[src/rtl/wb_led_pwm.sv]
// Wishbone (pipelined, 32-bit) LED controller: per-channel off/on/PWM/blink modes,
// shared prescaler tick and PWM counter, configurable output polarity.
module wb_led_pwm #(
  parameter int unsigned NUM_LEDS   = 6,
  parameter int unsigned PWM_BITS   = 8,
  parameter bit          RST_INVERT = 1'b1
) (
  input  logic                i_clk,
  input  logic                i_reset_n,
  output logic [NUM_LEDS-1:0] o_leds,
  input  logic [31:0]         i_wb_addr,
  input  logic [31:0]         i_wb_data,
  input  logic [3:0]          i_wb_sel,
  input  logic                i_wb_we,
  input  logic                i_wb_cyc,
  input  logic                i_wb_stb,
  output logic                o_wb_ack,
  output logic [31:0]         o_wb_data,
  output logic                o_wb_stall,
  output logic                o_wb_err
);

  logic                en_q, inv_q;
  logic [15:0]         presc_q, pre_cnt_q;
  logic [PWM_BITS-1:0] pwm_cnt_q;
  logic [PWM_BITS-1:0] duty_q      [NUM_LEDS];
  logic [1:0]          mode_q      [NUM_LEDS];
  logic [7:0]          half_q      [NUM_LEDS];
  logic [7:0]          blink_cnt_q [NUM_LEDS];
  logic [NUM_LEDS-1:0] blink_q, lvl_q, lvl_d, leds_q, ch_wr;
  logic                ack_q, err_q;
  logic [31:0]         rdata_q, rdata_d;
  logic [15:0]         wmask;
  logic [3:0]          ch_idx;
  logic                valid, wr, tick, mapped;
  logic                sel_ctrl, sel_pre, sel_stat, sel_ch;
  logic                unused_bits;

  assign valid    = i_wb_cyc & i_wb_stb;
  assign ch_idx   = i_wb_addr[5:2];
  // Offsets 0x80 and above within the local window are unmapped.
  assign sel_ctrl = (i_wb_addr[7:2] == 6'd0);
  assign sel_pre  = (i_wb_addr[7:2] == 6'd1);
  assign sel_stat = (i_wb_addr[7:2] == 6'd2);
  assign sel_ch   = (i_wb_addr[7:6] == 2'b01) && (32'(ch_idx) < NUM_LEDS);
  assign mapped   = sel_ctrl | sel_pre | sel_stat | sel_ch;
  assign wr       = valid & i_wb_we & mapped;
  assign wmask    = {{8{i_wb_sel[1]}}, {8{i_wb_sel[0]}}};
  assign tick     = en_q & (pre_cnt_q == presc_q);

  always_comb begin
    ch_wr = '0;
    for (int n = 0; n < NUM_LEDS; n++) begin
      ch_wr[n] = wr & sel_ch & (ch_idx == 4'(n));
    end
  end

  always_comb begin
    lvl_d = '0;
    for (int n = 0; n < NUM_LEDS; n++) begin
      case (mode_q[n])
        2'd0: lvl_d[n] = 1'b0;
        2'd1: lvl_d[n] = 1'b1;
        2'd2: lvl_d[n] = (pwm_cnt_q < duty_q[n]);
        2'd3: lvl_d[n] = blink_q[n];
      endcase
    end
    if (!en_q) lvl_d = '0;
  end

  always_comb begin
    rdata_d = '0;
    if (sel_ctrl) rdata_d[1:0] = {inv_q, en_q};
    if (sel_pre)  rdata_d[15:0] = presc_q;
    if (sel_stat) rdata_d[NUM_LEDS-1:0] = lvl_q;
    for (int n = 0; n < NUM_LEDS; n++) begin
      if (sel_ch && (ch_idx == 4'(n))) begin
        rdata_d[PWM_BITS-1:0] = duty_q[n];
        rdata_d[17:16]        = mode_q[n];
        rdata_d[31:24]        = half_q[n];
      end
    end
  end

  always_ff @(posedge i_clk or negedge i_reset_n) begin
    if (!i_reset_n) begin
      en_q      <= 1'b1;
      inv_q     <= RST_INVERT;
      presc_q   <= '0;
      pre_cnt_q <= '0;
      pwm_cnt_q <= '0;
      blink_q   <= '0;
      lvl_q     <= '0;
      leds_q    <= {NUM_LEDS{RST_INVERT}};
      ack_q     <= 1'b0;
      err_q     <= 1'b0;
      rdata_q   <= '0;
      for (int n = 0; n < NUM_LEDS; n++) begin
        duty_q[n]      <= '0;
        mode_q[n]      <= '0;
        half_q[n]      <= '0;
        blink_cnt_q[n] <= '0;
      end
    end else begin
      ack_q   <= valid & mapped;
      err_q   <= valid & ~mapped;
      rdata_q <= (valid && mapped && !i_wb_we) ? rdata_d : '0;

      if (wr && sel_ctrl && i_wb_sel[0]) begin
        en_q  <= i_wb_data[0];
        inv_q <= i_wb_data[1];
      end

      // A PRESCALE write restarts the tick phase, even on a tick cycle.
      if (wr && sel_pre) begin
        if (i_wb_sel[0]) presc_q[7:0]  <= i_wb_data[7:0];
        if (i_wb_sel[1]) presc_q[15:8] <= i_wb_data[15:8];
        pre_cnt_q <= '0;
      end else if (tick) begin
        pre_cnt_q <= '0;
      end else if (en_q) begin
        pre_cnt_q <= pre_cnt_q + 16'd1;
      end

      if (tick) pwm_cnt_q <= pwm_cnt_q + PWM_BITS'(1);

      for (int n = 0; n < NUM_LEDS; n++) begin
        if (ch_wr[n]) begin
          duty_q[n] <= (duty_q[n] & ~wmask[PWM_BITS-1:0]) |
                       (i_wb_data[PWM_BITS-1:0] & wmask[PWM_BITS-1:0]);
          if (i_wb_sel[2]) mode_q[n] <= i_wb_data[17:16];
          if (i_wb_sel[3]) half_q[n] <= i_wb_data[31:24];
        end
        if (ch_wr[n] && i_wb_sel[2]) begin
          blink_cnt_q[n] <= '0;
          blink_q[n]     <= 1'b0;
        end else if (tick) begin
          if (blink_cnt_q[n] == half_q[n]) begin
            blink_cnt_q[n] <= '0;
            blink_q[n]     <= ~blink_q[n];
          end else begin
            blink_cnt_q[n] <= blink_cnt_q[n] + 8'd1;
          end
        end
      end

      lvl_q  <= lvl_d;
      leds_q <= lvl_d ^ {NUM_LEDS{inv_q}};
    end
  end

  assign o_leds     = leds_q;
  assign o_wb_ack   = ack_q & i_wb_cyc;
  assign o_wb_err   = err_q & i_wb_cyc;
  assign o_wb_data  = rdata_q;
  assign o_wb_stall = 1'b0;

  assign unused_bits = ^{i_wb_addr[31:8], i_wb_addr[1:0], i_wb_data, wmask};

endmodule
[config.mk]
export PLATFORM = sky130hd
export DESIGN_NAME = wb_led_pwm
export DESIGN_NICKNAME = d
export VERILOG_FILES = /design/src/rtl/wb_led_pwm.sv
export SDC_FILE = /design/constraint.sdc
export NUM_CORES = 1
export LEC_CHECK = 0
export ABC_AREA = 1
export CORE_MARGIN = 3
export CORE_UTILIZATION = 59
export CTS_CLUSTER_DIAMETER = 80
export DETAILED_ROUTE_END_ITERATION = 12
export PLACE_DENSITY_LB_ADDON = 0.08
export SLEW_MARGIN = 20
export SYNTH_ARGS = -nofsm -noshare
export SYNTH_HDL_FRONTEND = slang
export SYNTH_SLANG_ARGS = --single-unit
export TNS_END_PERCENT = 100
[constraint.sdc]
create_clock -name i_clk -period 2.6 [get_ports i_clk]
set_clock_uncertainty 0.2 [all_clocks]
set_input_delay 0.52 -clock i_clk [delete_from_list [all_inputs] [get_ports i_clk]]
set_output_delay 0.52 -clock i_clk [all_outputs]
set_load 0.02 [all_outputs]
### Word level (Yosys, flattened, before mapping)

Cells that the tools add are included.

| operators by class | value |
|---|---|
| eq/ne operators | 33 |
| div/mod/pow operators | 0 |
| reductions and logical operators | 60 |
| bitwise logic cells | 40 |
| multiplexer cells | 68 |
| shift operators | 0 |
| $add $sub $neg | 8 |
| multiply operators | 0 |
| magnitude comparators | 7 |

Operators with widths:

| cell | count |
|---|---|
| 8-bit two-way mux | 30 |
| 16-bit two-way mux | 4 |
| 8-bit by 1-bit adder with 8-bit output (second input constant) | 7 |
| 8-bit AND | 7 |
| 8-bit equality test | 6 |
| 8-bit less-than comparator | 6 |
| 8-bit bitwise OR | 6 |
| 2-bit AND reduction | 20 |
| 32-bit two-way mux | 1 |
| 2-bit equality test (second input constant) | 12 |
| 1-bit case mux with 4 select lines | 6 |
| 2-bit nonzero test | 12 |
| 1-bit logical AND | 18 |
| 1-bit two-way mux | 18 |
| 16-bit by 1-bit adder with 16-bit output (second input constant) | 1 |
| 16-bit equality test | 1 |
| 1-bit AND | 15 |
| 2-bit by 1-bit equality test with 1-bit output (second input constant) | 7 |
| 2-bit two-way mux | 7 |
| 2-bit zero test | 6 |
| 6-bit two-way mux | 2 |
| 4-bit by 2-bit equality test with 1-bit output (second input constant) | 2 |
| 4-bit by 3-bit equality test with 1-bit output (second input constant) | 2 |
| 8-bit NOT | 1 |
| other kinds (11) | 19 |

| word-level totals | value |
|---|---|
| memories | 0 |
| bits in latches | 0 |
| memory bits (writable) | 0 |
| flip-flop bits (word level) | 250 |
| logic and storage cells | 257 |
| memory bits (read-only) | 0 |
| input port bits | 73 |
| output and inout bits | 41 |

### Depth between registers and ports, before layout

Gate-level depths: netlist (run 1).

| depth | value |
|---|---|
| word-level depth | 11 |
| depth in mapped cells | 14 |
| gate-level depth less buffers | 14 |

### Worst setup path after synthesis (run 1)

No wires, ideal clock.

| timing | value |
|---|---|
| path kind | input -> register |
| from | input port i_wb_addr[7] |
| to | register blink_cnt_q[37] (netlist name) |
| path buffers | 1 |
| stages | 9 |
| data arrival time | 1.627 ns |
| data required time | 2.278 ns |
| path slack | 0.651 ns |
| setup time | 0.122 ns |
| path through | nor2_1 nand3_2 nor2_2 nand4_1 nand2_1 inv_2 buf_2 nand2_1 o21ai_1 |

| on the way | value |
|---|---|
| longest elaborated chain between the ends | 9 |
| elaborated cells on any way between the ends | 14 |
| those cells by class | eq/ne: 3; mux: 1; bitwise: 6; reduce/logical: 4 |

RTL lines:

| item | RTL line | text |
|---|---|---|
| start, declared | 11 | `input logic [31:0] i_wb_addr,` |
| 6-bit by 1-bit equality test with 1-bit output / 6-bit zero test (equally long branches) | 43, 42 |  |
| 1-bit bitwise OR (3 in series) | 46 | `assign mapped = sel_ctrl \| sel_pre \| sel_stat \| sel_ch;` |
| 1-bit AND | 47 | `assign wr = valid & i_wb_we & mapped;` |
| 1-bit AND (*) (2 in series) | 54 | `ch_wr[n] = wr & sel_ch & (ch_idx == 4'(n));` |
| 1-bit logical AND (*) | 134 | `if (ch_wr[n] && i_wb_sel[2]) begin` |
| 8-bit two-way mux / 2-bit nonzero test (equally long branches) | -- |  |
| end signal, assigned by index | 142 | `blink_cnt_q[n] <= blink_cnt_q[n] + 8'd1;` |
| end, declared | 29 | `logic [7:0] blink_cnt_q [NUM_LEDS];` |

Mark *: on every way between the ends. The rest lies on a longest branch, timed or not.
A chain may end at the register's enable or synchronous reset.

### Final worst setup path (run 1)

| timing | value |
|---|---|
| from | input port i_wb_cyc |
| to | output port o_wb_err |

| on the way | value |
|---|---|
| longest elaborated chain between the ends | 1 |

RTL lines:

| item | RTL line | text |
|---|---|---|
| start, declared | 15 | `input logic i_wb_cyc,` |
| 1-bit AND | 154 | `assign o_wb_err = err_q & i_wb_cyc;` |
| end, declared | 20 | `output logic o_wb_err` |

Every way passes these cells.

==> results of run 1 <==
==> cells in the mapped netlist, drive strengths merged, types with 6 or more instances <==
cell    instances
dfrtp         236
or2             6
a21oi          59
nand4          35
nand3b         22
nor2          132
buf            32
nand3          84
xnor2          16
ha             50
o21ai         199
nand2         481
dfstp           8
clkbuf         26
xor2           81
nor3           25
inv           187
==> metrics by stage <==
stage               instance area (um2)   util  TNS [ns]  total power [mW]  setup slack, ns
finish                            16100  0.727         0              8.47            0.110
floorplan                         13400      -         0              4.26            0.651
global route                      16100  0.727         0              8.76           0.0316
detailed placement                15100  0.684    -0.918              4.55          -0.0503
global placement                  15100  0.684    -0.318              4.54          -0.0339
CTS                               16100  0.727         0              8.52            0.103
==> cell families after synthesis <==
family                   Yosys count  share of synthesized area
AND/OR/NAND/NOR                  789                      0.254
AO/OA/AOI/OAI                    276                      0.106
buffers and inverters            245                     0.0737
flip-flops                       244                      0.456
XOR/XNOR                          97                     0.0633
adder cells (fa/ha/maj)           50                     0.0466
other                              1                   0.000280
==> tightest hold or removal path, cell delays in order (launching register included) <==
cell and delay, ns:
sky130_fd_sc_hd__dfrtp_1 0.35, sky130_fd_sc_hd__nand2_1 0.05, sky130_fd_sc_hd__o21ai_0 0.06
==> power by group <==
part	internal [mW]	switching (mW)
registers	3.86	0.0595
logic	0.205	0.362
clock network	2.43	1.56
==> cell type report <==
cell class / count / area (um2)
multi-input cells: 1219 / 6330
well taps: 280 / 350
fillers: 1771 / 6020
clock inverters: 11 / 139
clock buffers: 39 / 801
repair buffers: 166 / 1630
flip-flops and latches: 244 / 6120
inverters: 187 / 702
==> path summary, 6_finish.rpt <==
path	endpoint	slack, ns
setup / recovery	o_wb_err	0.11
hold / removal	register	0.29
setup reg to reg	blink_cnt_q[23]$_DFFE_PN0P_	0.45
hold reg to reg	register	0.29
max in group asynchronous	mode_q[8]$_DFFE_PN0N_	1.15
min in group asynchronous	async pin	0.32
==> layer usage <==
metal | vias to the layer above | share of wire | GRT usage
met4 | 0 | 0.027 | 0.0763
met2 | 340 | 0.48 | 0.483
met1 | 5457 | 0.42 | 0.389
li1 | 5758 | - | -
met5 | - | 0 | 0
met3 | 63 | 0.070 | 0.0470
==> run summary, run 1 <==
- top cell family by delay on the critical path: buffers and inverters
- total routing usage reported by global routing: 0.287
- Main synth FF type: sky130_fd_sc_hd__dfrtp_1
- clk buf depth: 3
- Slowest cell on crit path: sky130_fd_sc_hd__clkdlybuf4s50_1
- DRC: 0
- Pre-Repair DR Iteration Count: 6
- kind of path behind the tightest hold check: register to register
- core area: 22100 um2
- leading cell type in the layout, fill and taps excluded: sky130_fd_sc_hd__nand2_1
- Die Area: 24600 um2
- critical path class: input pin to output pin
- top cells by area in the synthesized netlist: sky130_fd_sc_hd__dfrtp_1, sky130_fd_sc_hd__nand2_1, sky130_fd_sc_hd__xor2_1, sky130_fd_sc_hd__inv_1, sky130_fd_sc_hd__ha_1
- Worst Max-Slew Pin Slew: 0.521 ns
- drt first-iter violations: 917
- clock input transition at the sequential cells of the worst setup and hold paths: 0.06 ns
- critical path's most frequent cell: sky130_fd_sc_hd__clkdlybuf4s50_1
- count of buffers from port buffering: 74
- global-route wire length before repair: 56700 um
- via count of the first global-routing pass: 11136
- pin count of the biggest net entering global routing: 65
- per-cell via count in the routed design: 5.41
- commonest non-fill, non-tap cells in the layout: sky130_fd_sc_hd__nand2_1, sky130_fd_sc_hd__dfrtp_1, sky130_fd_sc_hd__inv_1
- summed instance area of the synthesized netlist: 13400 um2
- largest fanout of any net on the critical path: 4
- largest area contributor in the synthesized netlist: sky130_fd_sc_hd__dfrtp_1
- list of cells traversed by the critical path: clkdlybuf4s50_1, nand2_1, inv_1, clkdlybuf4s50_1
- final count of hold timing violations: 0
- Tcrit/Tclk final: 0.958
- hold slack: 0.290 ns
- global route overflow: 0
- number of enable flip-flop cells after synthesis: 0
- WP depth: 4
- wire length reported by the detailed router: 34800 um
- post-CTS setup-driven buffer insertion count: 0
- worst vdd rail ir drop: 0.523 mV
- number of cells after detailed placement: 2095
- Initial Util: 0.607
- clock root buffer master: sky130_fd_sc_hd__clkbuf_16
- number of placement rows: 54
- worst path arrival time: 1.77 ns
- clock sink count: 244
- Crit. Startpoint: i_wb_cyc
- Reg2Reg Launch Point: pre_cnt_q[7]$_DFFE_PN0P_
- status: completed
- max_slew headroom: 0.653
- Max Clock Freq: 402 MHz
- setup repair after global routing missed its margin: false
- Final Max Tran Viols: 0
- number of hold buffers added after cts: 1
- max-cap viol count: 0
- fraction of registers with async set/reset: 1.00
- CP max stage delay: 0.59 ns
- Tmin final: 2.49 ns
- count of antenna-violating nets left after detailed routing: 0
- required time of the worst setup path: 1.88 ns
- reg2reg path depth: 11
- TritonCTS clock tree: built
- syn_area_per_cell: 7.88 um2
- number of instances resized during post-cts repair: 0
- layout cells sized above 1: 0.103
- number of standard cells in the layout, taps in and fillers out: 2146
- NumNets Final: 1968
- Critical path buffers and inverters: 3
- number of ports placed on the die boundary: 114
- number of antenna violations at the first check in global routing: 0
- critical path startpoint category: input pin
- half-perimeter wire length after detailed placement: 25600 um
- areal power density over the cells: 527 nW/um2
- post-synthesis cell type count: 42
- Seq cells post-synth: 244
- sequential area share after synthesis: 0.456
- warnings from Yosys: 0
- CP endpoint kind: output pin
- layout-stage area growth over the synthesis result: 19.8%
- area share of the largest cell type after synthesis: 0.440
- number of buffers created by CTS: 27
- Diodes inserted: 0
- Post-Synthesis Cells: 1702
- Die Y: 157 um
- horizontal die dimension: 157 um
- source-to-sink clock delay at the later pin of the worst-skew pair: 0.55 ns
- worst hold path cell count: 2
- H-tree levels: 1
- number of setup violations in the final report: 0
- final RePlAce weighted congestion: 0.939
- DR vias: 11618
- Leakage: 7.81 nW
- Wirelength per Cell: 16.2 um
No activity file was read; power rests on OpenSTA's default activity.
==> run 2, diff against run 1 <==
--- a/config.mk
+++ b/config.mk
@@ -11,6 +11,7 @@
 export CTS_CLUSTER_DIAMETER = 80
 export DETAILED_ROUTE_END_ITERATION = 12
 export PLACE_DENSITY_LB_ADDON = 0.08
+export REMOVE_ABC_BUFFERS = 1
 export SLEW_MARGIN = 20
 export SYNTH_ARGS = -nofsm -noshare
 export SYNTH_HDL_FRONTEND = slang
==> run 2 against run 1 <==
Highest routed layer unchanged; cell count barely moved; sequential share of layout area fell by 0.050 points; clock power rose by 5%; critical path type unchanged; worst hold slack got worse by 0.0064 ns; global-route usage rose by 0.35 points; power rose by 2.3%; core utilization rose by 0.096 points; first-iteration DRC count fell by 4.0%; fmax fell by 0.74%; register-to-register slack improved by 0.02 ns; die area did not move.
==> run summary, run 2 (synthesized netlist as in run 1, its figures left out) <==
- status: completed
- leading cell type in the layout, fill and taps excluded: sky130_fd_sc_hd__nand2_1
- final count of hold timing violations: 0
- number of ports placed on the die boundary: 114
- pin count of the biggest net entering global routing: 63
- clock root buffer master: sky130_fd_sc_hd__clkbuf_16
- per-cell via count in the routed design: 5.50
- Die Area: 24600 um2
- required time of the worst setup path: 1.88 ns
- Wirelength per Cell: 16.4 um
- number of standard cells in the layout, taps in and fillers out: 2144
- clock sink count: 244
- clk buf depth: 3
- number of antenna violations at the first check in global routing: 0
- NumNets Final: 1965
- CP endpoint kind: output pin
- layout cells sized above 1: 0.101
- clock input transition at the sequential cells of the worst setup and hold paths: 0.06 ns
- H-tree levels: 1
- number of placement rows: 54
- final RePlAce weighted congestion: 0.912
- count of buffers from port buffering: 74
- Tcrit/Tclk final: 0.965
- Diodes inserted: 0
- hold slack: 0.284 ns
- number of setup violations in the final report: 0
- number of buffers created by CTS: 28
- half-perimeter wire length after detailed placement: 25600 um
- source-to-sink clock delay at the later pin of the worst-skew pair: 0.54 ns
- max-cap viol count: 0
- Final Max Tran Viols: 0
- Tmin final: 2.51 ns
- worst path arrival time: 1.79 ns
- setup repair after global routing missed its margin: false
- total routing usage reported by global routing: 0.291
- reg2reg path depth: 11
- critical path startpoint category: input pin
- Die Y: 157 um
- worst vdd rail ir drop: 0.504 mV
- global-route wire length before repair: 57600 um
- Leakage: 7.80 nW
- kind of path behind the tightest hold check: input pin to async pin
- commonest non-fill, non-tap cells in the layout: sky130_fd_sc_hd__nand2_1, sky130_fd_sc_hd__dfrtp_1, sky130_fd_sc_hd__inv_1
- drt first-iter violations: 880
- critical path class: input pin to output pin
- post-CTS setup-driven buffer insertion count: 0
- DR vias: 11799
- core area: 22100 um2
- areal power density over the cells: 538 nW/um2
- wire length reported by the detailed router: 35200 um
- global route overflow: 0
- horizontal die dimension: 157 um
- largest fanout of any net on the critical path: 4
- TritonCTS clock tree: built
- layout-stage area growth over the synthesis result: 19.9%
- count of antenna-violating nets left after detailed routing: 0
- Max Clock Freq: 399 MHz
- via count of the first global-routing pass: 11366
- Initial Util: 0.607
- number of cells after detailed placement: 2091
- DRC: 0
- Pre-Repair DR Iteration Count: 5
## run 2: repair_timing
| item | in CTS | in global routing |
|---|---|---|
| gates resized for setup | 0 | 0 |
| hold buffers | 1 | 0 |
| endpoints found under the hold margin | 47 | 0 |
## run 2: power breakdown
part / total [mW] / switching (mW) / internal (mW)
clock network: 4.18 / 1.57 / 2.61
registers: 3.92 / 0.0613 / 3.86
logic: 0.563 / 0.360 / 0.203
total: 8.66 / 1.99 / 6.68
## run 2: cell type report
| type | instances | area, um2 |
|---|---|---|
| well taps | 280 | 350 |
| flip-flops and latches | 244 | 6120 |
| inverters | 187 | 702 |
| clock buffers | 44 | 882 |
| repair buffers | 162 | 1580 |
| fillers | 1750 | 6000 |
| clock inverters | 8 | 121 |
| multi-input cells | 1219 | 6330 |
## run 2: worst paths after layout
kind,to,start,slack [ns]
min,async pin,i_reset_n,0.28
min in group i_clk,register,register,0.29
min reg2reg,register,register,0.29
max,o_wb_ack,i_wb_cyc,0.09
max reg2reg,blink_cnt_q[23]$_DFFE_PN0P_,pre_cnt_q[7]$_DFFE_PN0P_,0.47
max in group asynchronous,half_q[16]$_DFFE_PN0P_,i_reset_n,1.18
## run 2: critical path, cell delays in order
cell	delay, ns
sky130_fd_sc_hd__clkdlybuf4s50_1	0.55
sky130_fd_sc_hd__nand2_1	0.07
sky130_fd_sc_hd__inv_1	0.05
sky130_fd_sc_hd__clkdlybuf4s50_1	0.60
## run 2: per-stage QoR
| step | util | setup slack, ns | setup TNS [ns] | area (um2) | total power, mW |
|---|---|---|---|---|---|
| floorplan | - | -0.000202 | -0.000202 | 13200 | 4.25 |
| global placement | 0.682 | -0.0376 | -0.946 | 15100 | 4.54 |
| detailed placement | 0.682 | -0.0841 | -2.78 | 15100 | 4.55 |
| CTS | 0.728 | 0.0924 | 0 | 16100 | 8.70 |
| global route | 0.728 | 0.0366 | 0 | 16100 | 8.95 |
| finish | 0.728 | 0.0913 | 0 | 16100 | 8.66 |
## run 2: layer usage
metal	global-route usage	wire length, um	vias up
li1	-	-	5754
met1	0.381	14900	5614
met2	0.498	17100	346
met3	0.0362	1870	85
met4	0.105	1340	0
met5	0	0	-
